`config.mk`:
```
export PLATFORM = sky130hd
export DESIGN_NAME = alu_share_arbiter
export DESIGN_NICKNAME = d
export VERILOG_FILES = /design/src/rtl/alu_share_arbiter.sv
export SDC_FILE = /design/constraint.sdc
export NUM_CORES = 1
export LEC_CHECK = 0
export ABC_AREA = 1
export BUFFER_PORTS_ARGS = -buffer_cell sky130_fd_sc_hd__buf_2
export CAP_MARGIN = 20
export CELL_PAD_IN_SITES_DETAIL_PLACEMENT = 1
export CELL_PAD_IN_SITES_GLOBAL_PLACEMENT = 2
export CORE_ASPECT_RATIO = 2
export CORE_MARGIN = 4
export CORE_UTILIZATION = 23
export CTS_CLUSTER_DIAMETER = 120
export DETAILED_ROUTE_END_ITERATION = 10
export PLACE_DENSITY = 0.86
export SLEW_MARGIN = 25
export SYNTH_ARGS = -nofsm -noshare
export SYNTH_HDL_FRONTEND = slang
export SYNTH_SLANG_ARGS = --single-unit
```
`constraint.sdc`:
```
create_clock -name clk -period 1.85 [get_ports clk]
set_input_delay 0.0925 -clock clk [delete_from_list [all_inputs] [get_ports clk]]
set_output_delay 0.0925 -clock clk [all_outputs]
set_load 0.05 [all_outputs]
```
`src/rtl/alu_share_arbiter.sv`:
```
// rtl/alu_share_arbiter.sv - two-requester round-robin front end for a shared 32-bit ALU
//
// Purpose:
//   Two requesters share one external combinational ALU. One transaction is in
//   flight at a time. Operands are latched on accept, and the ALU is driven from
//   those latches. The result and zero flag are registered one cycle later. They
//   are then held on the response channel, tagged with the requester id, until
//   the consumer takes them.
//
// Ports:
//   clk, reset                  clock, synchronous active-high reset
//   req0_* / req1_*             valid/ready request channels (op, a, b)
//   resp_valid/ready/id/        response channel: registered result, A==B flag,
//   resp_result/resp_zero       and issuing requester id
//   alu_op/alu_a/alu_b          operands to the external ALU (from latches)
//   alu_result/alu_zero         combinational ALU outputs
//   busy                        transaction in flight (state != IDLE)

module alu_share_arbiter #(
    parameter int DATA_W = 32,
    parameter int OP_W   = 3
) (
    input  logic              clk,
    input  logic              reset,

    input  logic              req0_valid,
    output logic              req0_ready,
    input  logic [OP_W-1:0]   req0_op,
    input  logic [DATA_W-1:0] req0_a,
    input  logic [DATA_W-1:0] req0_b,

    input  logic              req1_valid,
    output logic              req1_ready,
    input  logic [OP_W-1:0]   req1_op,
    input  logic [DATA_W-1:0] req1_a,
    input  logic [DATA_W-1:0] req1_b,

    output logic              resp_valid,
    input  logic              resp_ready,
    output logic              resp_id,
    output logic [DATA_W-1:0] resp_result,
    output logic              resp_zero,

    output logic [OP_W-1:0]   alu_op,
    output logic [DATA_W-1:0] alu_a,
    output logic [DATA_W-1:0] alu_b,
    input  logic [DATA_W-1:0] alu_result,
    input  logic              alu_zero,

    output logic              busy
);

    typedef enum logic [1:0] {
        IDLE = 2'b00,
        EXEC = 2'b01,
        RESP = 2'b10
    } state_t;

    state_t              state;
    logic                rr_ptr;     // requester favoured when both are valid
    logic [OP_W-1:0]     op_q;
    logic [DATA_W-1:0]   a_q;
    logic [DATA_W-1:0]   b_q;
    logic                id_q;

    logic                grant0;
    logic                grant1;
    logic                accept;

    // Grants are only offered in IDLE and never while reset is asserted, so a
    // requester cannot believe it was accepted on a cycle the FSM discards.
    always_comb begin
        grant0 = 1'b0;
        grant1 = 1'b0;
        if (!reset && state == IDLE) begin
            grant0 = req0_valid && (!req1_valid || !rr_ptr);
            grant1 = req1_valid && (!req0_valid ||  rr_ptr);
        end
    end

    assign accept     = grant0 | grant1;
    assign req0_ready = grant0;
    assign req1_ready = grant1;

    // The ALU sees only latched operands; requesters may change their payload
    // freely once accepted.
    assign alu_op  = op_q;
    assign alu_a   = a_q;
    assign alu_b   = b_q;

    assign resp_id = id_q;
    assign busy    = (state != IDLE);

    always_ff @(posedge clk) begin
        if (reset) begin
            state       <= IDLE;
            rr_ptr      <= 1'b0;
            op_q        <= '0;
            a_q         <= '0;
            b_q         <= '0;
            id_q        <= 1'b0;
            resp_result <= '0;
            resp_zero   <= 1'b0;
            resp_valid  <= 1'b0;
        end else begin
            case (state)
                IDLE: begin
                    resp_valid <= 1'b0;
                    if (accept) begin
                        op_q   <= grant1 ? req1_op : req0_op;
                        a_q    <= grant1 ? req1_a  : req0_a;
                        b_q    <= grant1 ? req1_b  : req0_b;
                        id_q   <= grant1;
                        // Hand priority to the requester that just lost.
                        rr_ptr <= ~grant1;
                        state  <= EXEC;
                    end
                end

                EXEC: begin
                    resp_result <= alu_result;
                    resp_zero   <= alu_zero;
                    resp_valid  <= 1'b1;
                    state       <= RESP;
                end

                RESP: begin
                    if (resp_ready) begin
                        resp_valid <= 1'b0;
                        state      <= IDLE;
                    end
                end

                // Unused encoding 2'b11 recovers to IDLE.
                default: begin
                    resp_valid <= 1'b0;
                    state      <= IDLE;
                end
            endcase
        end
    end

endmodule

```
== Yosys cells after proc, flatten, opt, wreduce, memory -nomap -nowiden ==
Index checks and enable logic that the tools add are counted.

* Register bits after elaboration: 105
* Latch bits: 0
* Memory bits (writable): 0
* Memory bits (read-only): 0
* Output and inout port bits: 105
* Word-level logic and storage cells: 38
* Memories: 0

* $add $sub $neg: 0
* Multiply operators: 0
* Divide/modulo/power cells: 0
* $lt $le $gt $ge: 0
* Equal/unequal tests: 4
* Shift operators: 0
* Multiplexer cells: 10
* Bitwise gates (word level): 2
* Reduce and logical (&&, ||, !) cells: 13

{| class="wikitable"
|+ Operators by type and width
! kind !! number
|-
| 2-to-1 mux 32 bit || 2
|-
| one-hot mux 2 bit (3 select lines) || 1
|-
| zero test 1 bit || 4
|-
| 2-to-1 mux 2 bit || 2
|-
| != test 2 bit (second input constant) || 2
|-
| AND reduction 2 bit || 2
|-
| logical AND 1 bit || 3
|-
| 2-to-1 mux 1 bit || 3
|-
| 2-to-1 mux 3 bit || 1
|-
| == test 2 x 1 -> 1 bit (second input constant) || 1
|-
| == test 2 bit (second input constant) || 1
|-
| zero test 2 bit || 1
|-
| logical OR 1 bit || 2
|-
| one-hot mux 1 bit (2 select lines) || 1
|-
| nonzero test 2 bit || 1
|-
| NOT 1 bit || 1
|-
| OR 1 bit || 1
|}

== Depth between registers and ports, before layout ==
* Word-level depth: 7
* Gate-level depth with buffers: 10
* Mapped depth without buffers: 9

== Least setup slack after synthesis ==
Ideal clock, no wire load.

* Path type: register -> output
* Start point: register state[0]
* End point: output req0_ready
* Arrival: 1.374 ns
* Data required time: 1.757 ns
* Path slack: 0.384 ns
* Stages on the path, launching flop included: 7
* Path through: dfxtp_1 inv_2 nand2_2 nor2_4 buf_4 nand2_1 inv_1

* Cells in the longest elaborated chain, start to end: 3

{| class="wikitable"
|+ Ends and longest elaborated chain
! item !! line !! RTL
|-
| from (decl) || 59 || <nowiki>state_t state;</nowiki>
|-
| from (signal assigned) || 96 || <nowiki>state <= IDLE;</nowiki>
|-
| from (signal assigned) || 116 || <nowiki>state <= EXEC;</nowiki>
|-
| from (signal assigned) || 124 || <nowiki>state <= RESP;</nowiki>
|-
| zero test 2 bit || 75 || <nowiki>if (!reset && state == IDLE) begin</nowiki>
|-
| logical AND 1 bit || 75 ||
|-
| 2-to-1 mux 1 bit || 75 ||
|-
| to (decl) || 27 || <nowiki>output logic req0_ready,</nowiki>
|}

No other way between the ends.

== Worst setup path in the final report ==
* Start point: register state[1]
* End point: output req0_ready

Same word-level chain as after synthesis.

==> results.py <==
metrics = {
    "floorplanning": {
        "die_h_um": 215,
        "num_rows": 75,
        "pin_count": 277,
        "start_util": 0.235,
        "die-area_um2": 24000,
        "dieWidth_um": 112,
        "core-area_um2": 21000,
    },
    "finish": {
        "layoutNonFillerInstCount": 1311,
        "syn2layout_area_growth_pct": 44.0,
        "ff_latch_area_um2": 2100,
        "fin_area_um2": 7100,
        "drive_gt1_frac": 0.302,
        "fillers": 2788,
        "num-nets-final": 1208,
        "multi_input_area_um2": 2220,
    },
    "drt": {
        "detail_route.iter0.violations": 167,
        "postRouteAntennaNets": 0,
        "vias_per_cell": 4.35,
        "wl_per_cell_um": 14.8,
        "finalWirelength_mm": 19.4,
        "num_vias": 5706,
        "drcViolationCount": 0,
        "drtPass1Iterations": 4,
    },
    "sta": {
        "clock.fmax_mhz": 590,
        "tns_ns": 0,
        "finClkSkew_ns": 0.00724,
        "period_share": 0.916,
        "final_hold_viol_count": 0,
        "rsz0062_at_grt": "no",
        "worst_pin_slew_ns": 0.771,
        "final_max_slew_viol_count": 0,
        "fin_crit_ns": 1.69,
        "maxSlewHeadroom": 0.486,
        "setup_violations": 0,
    },
    "placed_design": {
        "dp.cells": 1261,
        "gp_congestion": 0.772,
        "port_buffers": 276,
        "place_area_um2": 6470,
        "dpl.hpwl_mm": 14.5,
    },
    "global_route": {
        "grt_pass1_vias": 5991,
        "grt_max_degree": 67,
        "grt_antenna_before_repair": 2,
        "grt_pass1_wl_mm": 31.2,
        "track_usage": 0.162,
        "overflow": 0,
    },
    "setup_path": {
        "critPathKind": "flip-flop to output port",
        "cp.arrival_ns": 1.60,
        "crit_path_max_fanout": 6,
        "r2r_end": "alu_a[6]",
        "crit_chain": "inv_2, nand2_2, nor2_4, nand2_1, inv_1, buf_2",
        "r2r-start": "rr_ptr",
        "r2r_cells": 9,
        "crit_path_max_incr_delay_ns": 0.35,
        "end_kind": "output port",
        "r2r_slack_ns": 0.36,
        "required_ns": 1.76,
        "critPathLaunchType": "flip-flop",
        "crit_slowest_cell": "dfxtp_1",
    },
    "cts": {
        "clock-sinks": 105,
        "cts_tree": "built",
        "clockRootBuffer": "clkbuf_16",
        "postCtsSetupBuffers": 0,
        "cts_made_buffers": 9,
        "clk_latency_ns": 0.35,
        "clock_path_buffers": 2,
        "clkSlewWorstSetupHoldPaths_ns": 0.07,
        "htree_levels": 3,
    },
    "synth": {
        "synth.yosys.warnings": 0,
        "netlist_top_cells_area": "dfxtp_1 43%, nor2_1 20%, nand3_1 13%",
        "avgSynthCellArea_um2": 6.51,
        "netlist_area_um2": 4930,
        "ys_ff_latch": 105,
        "synth_fp_nets": 929,
        "synth_cells": 757,
        "yosys.area.top_type": "dfxtp_1",
        "ys_seq_area_frac": 0.426,
        "synth_top_area_share": 0.426,
        "yosysUniqueCellTypes": 18,
    },
    "power_and_ir_drop": {
        "p_leak_nw": 3.75,
        "ir_drop_mv": 0.472,
        "power_density_nw_per_um2": 927,
    },
    "worst_hold_path": {
        "min_path_cells": 5,
        "hp-start": "req0_a[31]",
        "min_to": "alu_a[31]",
        "hold_path.class": "primary input to flip-flop",
    },
    "job": {
        "cap_violations": 0,
    },
    "outcome": {
        "status": "complete, no violations",
    },
}
sequential cells by signal, summed over array words and instances (netlist names):
name / flops
alu_a: 32
alu_b: 32
alu_op: 3
resp_id: 1
resp_result: 32
resp_valid: 1
resp_zero: 1
rr_ptr: 1
state: 2
power by group:
group          switching, W  total [W]  internal, W
registers         0.0000958    0.00257      0.00247
logic               0.00152    0.00212     0.000601
clock network      0.000899    0.00189     0.000996
layout make-up:
cell class | count | area share
clock inverters | 5 | 0.00529
diodes | 1 | 0.000353
well taps | 269 | 0.0474
inverters | 76 | 0.0402
flip-flops and latches | 105 | 0.296
multi-input cells | 523 | 0.312
repair buffers | 321 | 0.263
clock buffers | 11 | 0.0356
critical path: cells and delay by family (launching register included):
family	cells	cell delay (ns)
flops	1	0.35
buf+inv	3	0.45
simple gates	3	0.45
synth_stat cells:
| cell type | count |
|---|---|
| nor2_1 | 268 |
| nand3_1 | 131 |
| dfxtp_1 | 105 |
| nand2_1 | 82 |
| inv_1 | 72 |
| o21ai_0 | 33 |
| buf_2 | 19 |
| clkbuf_1 | 17 |
| buf_6 | 13 |
| buf_4 | 4 |
| inv_2 | 3 |
| nand3b_1 | 3 |
| nor2_4 | 2 |
| a21oi_1 | 1 |
| a21oi_2 | 1 |
| clkinv_1 | 1 |
| nand2_2 | 1 |
| o21a_1 | 1 |
worst max-delay path by stage:
| stage | startpoint | end | slack [ns] | depth (start not counted) |
|---|---|---|---|---|
| 2_1_floorplan | state[0] | req0_ready | 0.38 | 6 |
| 3_3_place_gp | rr_ptr | alu_a[6] | 0.40 | 9 |
| 3_5_place_dp | rr_ptr | alu_a[6] | 0.35 | 9 |
| 4_1_cts | state[1] | req1_ready | 0.01 | 6 |
| 5_1_grt | state[1] | req0_ready | 0.02 | 6 |
| 6_report | state[1] | req0_ready | 0.16 | 6 |
stage by stage:
stage / total power (W) / hold slack, ns / setup slack (ns) / utilization
5_1_grt: 0.00703 / 0.0641 / 0.0152 / 0.338
3_5_place_dp: 0.00472 / 0.323 / 0.353 / 0.308
6_report: 0.00658 / 0.0459 / 0.156 / 0.338
2_1_floorplan: 0.00410 / 0.174 / 0.384 / -
4_1_cts: 0.00672 / 0.0295 / 0.00974 / 0.337
3_3_place_gp: 0.00469 / 0.314 / 0.398 / 0.308
routing by layer:
layer | GRT usage | share of wire | vias to the layer above
met5 | 0 | 0.0010 | -
met3 | 0.0343 | 0.051 | 25
met4 | 0.0637 | 0.026 | 2
met2 | 0.316 | 0.57 | 171
li1 | - | - | 2883
met1 | 0.163 | 0.35 | 2625
cell families after synthesis:
kind of cell,count (synthesis),synth area share
AND/OR/NAND/NOR,487,0.410
buffers and inverters,129,0.126
flip-flops,105,0.426
AO/OA/AOI/OAI,36,0.0378
repair_timing:
item / in CTS / in global routing
setup endpoints to repair: 0 / 1
endpoints found under the hold margin: 33 / 0
hold buffers: 33 / 0
resized for setup: 0 / 1
cells in the final DEF, fill, tap and decap left out, drive strengths merged:
cell,count
nor2,270
clkbuf,11
o21a,1
clkinvlp,2
nand3,131
diode,1
o21ai,33
nand2,83
inv,77
dlygate4sd3,33
clkinv,2
buf,288
nand3b,3
a21oi,2
dfxtp,105
Power figures use the tool's default switching activity.
